===== src/rtl/seq_mul_pkg.sv =====
// seq_mul_pkg: shared states, step count and Booth digits for seq_multiplier.
// SEQ_MULTIPLIER_RADIX4_EN selects radix-4 Booth stepping.
package seq_mul_pkg;
    typedef enum logic [1:0] {IDLE, RUN, DONE} state_t;
    typedef enum logic [2:0] {ZERO, POS1, POS2, NEG1, NEG2} booth_t;
`ifdef SEQ_MULTIPLIER_RADIX4_EN
    localparam int RADIX = 4;
`else
    localparam int RADIX = 2;
`endif
    function automatic int n_steps(input int w, input int radix);
        return radix == 4 ? w / 2 + 1 : w;
    endfunction
    // Radix-4 keeps two guard bits on Hi and the implicit bit -1 below Lo
    function automatic int hi_w(input int w);
        return RADIX == 4 ? w + 2 : w;
    endfunction
    function automatic int lo_w(input int w);
        return RADIX == 4 ? w + 3 : w;
    endfunction
    function automatic booth_t booth_enc(input logic [2:0] bits);
        return bits == 3'b001 || bits == 3'b010 ? POS1 :
               bits == 3'b011 ? POS2 :
               bits == 3'b100 ? NEG2 :
               bits == 3'b101 || bits == 3'b110 ? NEG1 : ZERO;
    endfunction
endpackage


===== src/rtl/seq_mul_step.sv =====
// seq_mul_step: one combinational shift-add step producing next {Hi,Lo}.
// SEQ_MULTIPLIER_RADIX4_EN swaps the radix-2 step for a Booth radix-4 step.
module seq_mul_step
    import seq_mul_pkg::*;
#(
    parameter int W = 32
) (
    input  logic [hi_w(W)-1:0] hi,
    input  logic [lo_w(W)-1:0] lo,
    input  logic [W-1:0]       b,
    input  logic               sgn,
`ifndef SEQ_MULTIPLIER_RADIX4_EN
    input  logic               last_step,
`endif
    output logic [hi_w(W)-1:0] hi_next,
    output logic [lo_w(W)-1:0] lo_next
);
`ifdef SEQ_MULTIPLIER_RADIX4_EN
    logic [W+2:0] hx, bx, p;
    booth_t d;
    always_comb begin
        hx = {hi[W+1], hi};
        bx = {{3{sgn & b[W-1]}}, b};
        d = booth_enc(lo[2:0]);
        p = d == POS1 ? hx + bx :
            d == POS2 ? hx + {bx[W+1:0], 1'b0} :
            d == NEG1 ? hx - bx :
            d == NEG2 ? hx - {bx[W+1:0], 1'b0} : hx;
        hi_next = {p[W+2], p[W+2:2]};
        lo_next = {p[1:0], lo[W+2:2]};
    end
`else
    logic [W:0] hx, bx, p;
    always_comb begin
        hx = {sgn & hi[W-1], hi};
        bx = {sgn & b[W-1], b};
        // signed multiplier MSB carries weight -2^(W-1)
        p = !lo[0] ? hx : last_step && sgn ? hx - bx : hx + bx;
        hi_next = p[W:1];
        lo_next = {p[0], lo[W-1:1]};
    end
`endif
endmodule


===== src/rtl/seq_multiplier.sv =====
// seq_multiplier: sequential signed/unsigned multiplier with start/busy/done handshake.
// SEQ_MULTIPLIER_RADIX4_EN enables radix-4 Booth (W/2+1 steps).
module seq_multiplier
    import seq_mul_pkg::*;
#(
    parameter int W            = 32,
    parameter bit RESET_RESULT = 1
) (
    input  logic           CLK,
    input  logic           rst,
    input  logic           start,
    input  logic           sgn,
    input  logic [W-1:0]   A,
    input  logic [W-1:0]   B,
    output logic           busy,
    output logic           done,
    output logic [2*W-1:0] result
);
    localparam int N  = n_steps(W, RADIX);
    localparam int HW = hi_w(W);
    localparam int LW = lo_w(W);
    localparam int CW = $clog2(N);

    state_t state, state_n;
    logic [CW-1:0] count;
    logic [HW-1:0] hi, hi_n;
    logic [LW-1:0] lo, lo_n, lo_init;
    logic [W-1:0] b_q;
    logic sgn_q, last, accept;
    logic [2*W-1:0] product;

    assign last   = count == CW'(N - 1);
    assign accept = state == IDLE && start;
`ifdef SEQ_MULTIPLIER_RADIX4_EN
    assign lo_init = {{2{sgn & A[W-1]}}, A, 1'b0};
    assign product = {hi_n[W-3:0], lo_n[W+2:1]};
`else
    assign lo_init = A;
    assign product = {hi_n, lo_n};
`endif

    seq_mul_step #(.W(W)) u_step (
        .hi       (hi),
        .lo       (lo),
        .b        (b_q),
        .sgn      (sgn_q),
`ifndef SEQ_MULTIPLIER_RADIX4_EN
        .last_step(last),
`endif
        .hi_next  (hi_n),
        .lo_next  (lo_n)
    );

    always_comb begin
        busy    = state == RUN;
        done    = state == DONE;
        state_n = state == IDLE ? (start ? RUN : IDLE) :
                  state == RUN  ? (last ? DONE : RUN) : IDLE;
    end

    always_ff @(posedge CLK or negedge rst)
        if (!rst) begin
            state <= IDLE;
            count <= '0;
            hi    <= '0;
            lo    <= '0;
            b_q   <= '0;
            sgn_q <= 1'b0;
        end else begin
            state <= state_n;
            if (accept) begin
                count <= '0;
                hi    <= '0;
                lo    <= lo_init;
                b_q   <= B;
                sgn_q <= sgn;
            end else if (state == RUN) begin
                count <= count + CW'(1);
                hi    <= hi_n;
                lo    <= lo_n;
            end
        end

    generate
        if (RESET_RESULT) begin : g_rst
            always_ff @(posedge CLK or negedge rst)
                if (!rst) result <= '0;
                else if (state == RUN && last) result <= product;
        end else begin : g_nrst
            always_ff @(posedge CLK)
                if (state == RUN && last) result <= product;
        end
    endgenerate
endmodule


===== config.mk =====
export PLATFORM = sky130hd
export DESIGN_NAME = seq_multiplier
export DESIGN_NICKNAME = d
export VERILOG_FILES = /design/src/rtl/seq_mul_pkg.sv /design/src/rtl/seq_mul_step.sv /design/src/rtl/seq_multiplier.sv
export SDC_FILE = /design/constraint.sdc
export NUM_CORES = 1
export LEC_CHECK = 0
export BUFFER_PORTS_ARGS = -buffer_cell sky130_fd_sc_hd__buf_2
export CORE_MARGIN = 3
export CORE_UTILIZATION = 40
export DETAILED_ROUTE_END_ITERATION = 10
export GPL_ROUTABILITY_DRIVEN = 0
export SKIP_LAST_GASP = 1
export SLEW_MARGIN = 10
export SYNTH_ARGS = -nofsm -noshare
export SYNTH_HDL_FRONTEND = slang
export SYNTH_HIERARCHICAL = 1
export SYNTH_SLANG_ARGS = --single-unit
export TNS_END_PERCENT = 50

===== constraint.sdc =====
create_clock -name CLK -period 8.9 [get_ports CLK]
set_input_delay 0.445 -clock CLK [delete_from_list [all_inputs] [get_ports CLK]]
set_output_delay 0.445 -clock CLK [all_outputs]
set_load 0.005 [all_outputs]

Word level (Yosys, flattened, before mapping)
Index checks and enable logic that the tools add are counted.
{"block": "word_totals", "out_inout_bits": 66, "latch_bits": 0, "ff_bits": 168, "mem_bits_ro": 0, "mem_bits_rw": 0, "mem_count": 0, "input_bits": 68}
{"block": "op_classes", "bitwise": 2, "n_eq_ne": 3, "n_reduce_logical": 5, "div": 0, "n_shift": 0, "mux": 12, "multipliers": 0, "add_sub_neg": 3, "order_cmp": 0}
{"cell": "$mux 32", "count": 4}
{"cell": "$mux 33", "count": 2}
{"cell": "$add 33x33->33", "count": 1}
{"cell": "$sub 33x33->33", "count": 1}
{"cell": "$mux 5", "count": 2}
{"cell": "$mux 2", "count": 3}
{"cell": "$add 5x1->5 const B", "count": 1}
{"cell": "$eq 5x5->1 const B", "count": 1}
{"cell": "$logic_and 1x1->1", "count": 3}
{"cell": "$and 1x1->1", "count": 2}
{"cell": "$eq 2x1->1 const B", "count": 1}
{"cell": "$eq 2x2->1 const B", "count": 1}
{"cell": "$logic_not 2->1", "count": 1}
{"cell": "$reduce_bool 2->1", "count": 1}
{"cell": "$mux 1", "count": 1}

Depth between registers and ports, before layout
{"block": "logic_depth", "word_depth": 6, "ltp_mapped": 18}

By module
The synthesis kept the hierarchy.
{"mod": "seq_multiplier", "area_each_um2": 6891.6, "seq_area_each_um2": 4204.0, "cells_each": 482, "instances": 1}
{"mod": "seq_mul_step", "area_each_um2": 3006.6, "seq_area_each_um2": 0.0, "cells_each": 428, "instances": 1}

Worst setup path before layout
No wires, ideal clock.
{"block": "synth_timing", "kind": "register to register", "from": "register b_q[3]", "to": "register result[61]", "synth_period_minus_slack_ns": 4.318, "path_stages_with_launch": 18, "arrival_time_ns": 4.193, "path_buffers": 0, "path_slack_ns": 4.582, "setup_time_ns": 0.125, "required_ns": 8.775, "cell_sequence": "dfrtp_1 -> nor4_1 -> nor4b_2 -> or3b_2 -> nor4_4 -> nand3b_1 -> o41ai_1 -> xor2_1 -> ha_1 -> a21oi_1 -> o21bai_1 -> a21oi_1 -> o21ai_0 -> a31oi_1 -> o21ai_0 -> xor2_1 -> mux2_2 -> mux2_4"}
{"block": "synth_via", "elab_chain_len": 3, "word_cells_on_any_way": 4, "classes_between": "2 x add/sub; 2 x mux"}
{"item": "start, declared", "line_no": "seq_multiplier.sv:28", "rtl": "logic [W-1:0] b_q;"}
{"item": "start signal, assigned", "line_no": "seq_multiplier.sv:67", "rtl": "b_q <= '0;"}
{"item": "start signal, assigned", "line_no": "seq_multiplier.sv:75", "rtl": "b_q <= B;"}
{"item": "$add 33x33->33 or $sub 33x33->33 (tied branches)", "line_no": "seq_mul_step.sv:38", "rtl": "p = !lo[0] ? hx : last_step && sgn ? hx - bx : hx + bx;"}
{"item": "$mux 33 (*) (2 in series)", "line_no": "seq_mul_step.sv:38"}
{"item": "named net hi_n[29]", "line_no": "seq_multiplier.sv:26", "rtl": "logic [HW-1:0] hi, hi_n;"}
{"item": "end signal, assigned", "line_no": "seq_multiplier.sv:88", "rtl": "else if (state == RUN && last) result <= product;"}
{"item": "end, declared", "line_no": "seq_multiplier.sv:17", "rtl": "output logic [2*W-1:0] result"}
Mark *: on every way through the listed nets, which the timed path passes. The rest lies on a longest branch.
A chain may end at the register's enable or synchronous reset.

Worst setup path in the final report
Same ends and word-level chain as after synthesis.

==> flow_summary.toml <==
[finish]
layout_overhead_on_the_synthesized_area_pct = 13.1
post_route_cells_drive_above_1_share_pct = 30.2
layout.filler_cells = 2262
postLayoutCoreUtil_pct = 46.8
antenna_cells = 0
finish.net_count = 1097
layout_commonest_cell = "dfrtp_1"
layout.cells.most_common_list = "168 x dfrtp_1, 132 x buf_2, 76 x a21oi_1"

[drt]
via_count = 7258
drt_drc_violations_left = 0
drt-wirelength-per-cell_um = 17.9
ant_nets = 0
drt_first_pass_iters = 5
route.detailed.vias_per_inst = 5.48
number_of_drc_markers_in_iteration_0 = 455
finalWirelength_um = 23700

[synthesis]
netlist.area_leader.share_pct = 42.5
avgSynthCellArea_um2 = 10.9
synth_enable_flop_cells = 0
syn_area_um2 = 9900
synthDominantAreaCellType = "dfrtp_1"
postSynth.asyncResetShare_pct = 100
synth_nets = 1014
yosys.cell_types.count = 64
yosys_most_used_dff = "dfrtp_1"
ys_seq_elements = 168
netlist_instances = 910
synth-seq-area-share_pct = 42.5
ys_warn_count = 6
post_synth_main_area_contributors = "dfrtp_1 42%, mux2_2 7.6%, mux2_4 7.4%"

[floorplan]
design.core.area_um2 = 23900
die-height_um = 163
chipWidth_um = 163
pin_count = 134
floorplan.initialDensity_pct = 41.4
dieArea_um2 = 26700
total_number_of_placement_rows = 56

[worst_setup_path]
timing.reg2reg.worst_path_depth = 17
reg2reg_end = "result[61]$_DFFE_PN0P_"
cp_buf_inv_count = 0
worstReg2RegStart = "b_q[3]$_DFFE_PN0P_"
critPathMaxStageDelay_ns = 0.56
worst-path-max-fanout = 6
r2r_setup_slack_ns = 3.96
timing.critical_path.slowest_stage_cell = "or3b_2"
critical_path_cell_by_cell = "nor4_1 -> nor4b_2 -> or3b_2 -> nor4_4 -> nand3b_1 -> o41ai_1 -> xor2_1 -> ha_1 -> a21oi_1 -> o21bai_1 -> a21oi_1 -> o21ai_0 -> a31oi_1 -> o21ai_0 -> xor2_1 -> mux2_2 -> mux2_4"
required_ns = 9.21
cp_top_family = "simple AND/OR/NAND/NOR gates"
cp-end-kind = "register"
startpoint_kind_of_the_worst_setup_timing_path = "register"
path_class = "register to register"
cp.arrival_ns = 5.25

[pwr]
power_density_nw_per_um2 = 427
power.leakage_nw = 5.43
power_w = 0.00477
power.ir.vdd_worst_mv = 0.184

[sta]
slew_viol_final = 0
fmax_mhz = 202
worst_slew_margin_rel_pct = 35.7
worst-slew-pin-transition_ns = 0.961
timing.setup.tns_ns = 0
report.final.hold_viol_count = 0
skew_ns = 0.0127
min_period_ns = 4.94
unrepaired_setup_endpoints_after_global_routing = "no"
setup_viol_count_final = 0
min_period_over_period_pct = 55.6

[run_status]
run_status = "finished clean"

[clock_network]
cts_made_buffers = 17
tritoncts = "yes"
clock_tree.root_cell = "clkbuf_16"
clk_path_buf_depth = 2
cts_num_sinks = 168
post-cts-setup-buffer-count = 0
worstSkewPairLatency_ns = 0.42
cts_repair_resize_count = 0
clock_tree.htree_level_count = 4
clock_slew_at_reported_path_ffs_ns = 0.07

[worst_hold_path]
worstHoldEndpoint = "b_q[23]$_DFFE_PN0P_"
timing.hold.worst.class = "input port to register"
min_delay_path_depth = 2
worst_hold_startpoint = "B[23]"

[global_routing]
grt_pass1_wl_um = 38300
grt_pass1_vias = 7153
grt_start_max_net_pins = 72
grt_antenna_before_repair = 0
grt.overflow.total = 0
grt_use_total_pct = 17.9

[placement]
post-dp-hpwl_um = 16200
place.port_buffers = 133

[job]
maxCapViolations = 0
[metal layers]
layer	vias up	share of wire [%]	track usage, %
met5	-	0	0
met2	150	46	28.1
met4	0	1.7	5.15
met3	27	3.8	3.35
met1	3597	48	25.2
li1	3484	-	-
[flip-flops by register name, summed over array words and instances, names as in the netlist]
| signal | flops |
|---|---|
| b_q | 32 |
| count | 5 |
| result | 64 |
| lo | 32 |
| state | 2 |
| sgn_q | 1 |
| hi | 32 |
[where the power goes]
group,total (W),internal [W],switching [W]
registers,0.00146,0.00113,0.000331
logic,0.00254,0.00126,0.00128
clock network,0.000770,0.000446,0.000325
[through the flow]
stage	instance area (um^2)	hold WS (ns)	cells	setup slack, ns
CTS	11200	0.229	1324	3.97
global route	11200	0.231	1324	3.67
floorplan	9900	0.149	910	4.58
detailed placement	10600	0.409	1292	4.02
global placement	10600	0.404	1292	4.05
finish	11200	0.249	1324	3.96
[cells in the mapped netlist, types with 32 or more instances]
library cell,n
dfrtp_1,168
a21oi_1,76
mux2_2,67
o21ai_0,56
mux2_4,49
nor2b_1,40
nand2_1,39
buf_4,36
ha_1,35
a22o_1,34
nor2_1,33
a22oi_1,32
clkbuf_1,32
[timing repair]
action | 4_1_cts | 5_1_grt
hold endpoints to repair | 43 | 0
endpoints found under the setup margin | 0 | 0
hold buffers | 1 | 0
[how the worst max path moves through the flow]
stage | from | to | slack [ns] | depth (start not counted)
final | b_q[3]$_DFFE_PN0P_ | result[61]$_DFFE_PN0P_ | 3.96 | 17
after global routing | count[0]$_DFFE_PN0P_ | result[61]$_DFFE_PN0P_ | 3.67 | 15
after global placement | b_q[3]$_DFFE_PN0P_ | result[61]$_DFFE_PN0P_ | 4.05 | 17
after CTS | b_q[3]$_DFFE_PN0P_ | result[61]$_DFFE_PN0P_ | 3.97 | 17
after floorplan | b_q[3]$_DFFE_PN0P_ | result[61]$_DFFE_PN0P_ | 4.58 | 17
after detailed placement | b_q[3]$_DFFE_PN0P_ | result[61]$_DFFE_PN0P_ | 4.02 | 17
[cells by family after synthesis]
| family | Yosys count | synth area share [%] |
|---|---|---|
| AOI/OAI and AO/OA | 272 | 18.0 |
| xor gates and xnor gates | 49 | 4.34 |
| adders and majority gates | 36 | 4.63 |
| buffers and inverters | 90 | 5.30 |
| DFF | 168 | 42.5 |
| muxes | 119 | 15.4 |
| and+or+nand+nor | 176 | 9.88 |
[worst register-to-register path: cells and delay by family, from the launching register on]
kind	cells	cell delay [ns]
adders and majority gates	1	0.30
xor gates and xnor gates	2	0.36
DFF	1	0.43
and+or+nand+nor	5	1.84
AOI/OAI and AO/OA	7	1.36
muxes	2	0.54
[area by class of cell]
| type | count | area (um^2) | share of cell area (%) |
|---|---|---|---|
| Multi-Input combinational cell | 652 | 5200 | 46.4 |
| Sequential cell | 168 | 4200 | 37.6 |
| Timing Repair Buffer | 144 | 757 | 6.76 |
| Clock buffer | 18 | 429 | 3.83 |
| Tap cell | 319 | 399 | 3.57 |
| Clock inverter | 13 | 168 | 1.50 |
| Inverter | 10 | 37.5 | 0.335 |
Note: power is estimated with default switching activity, not from simulation.
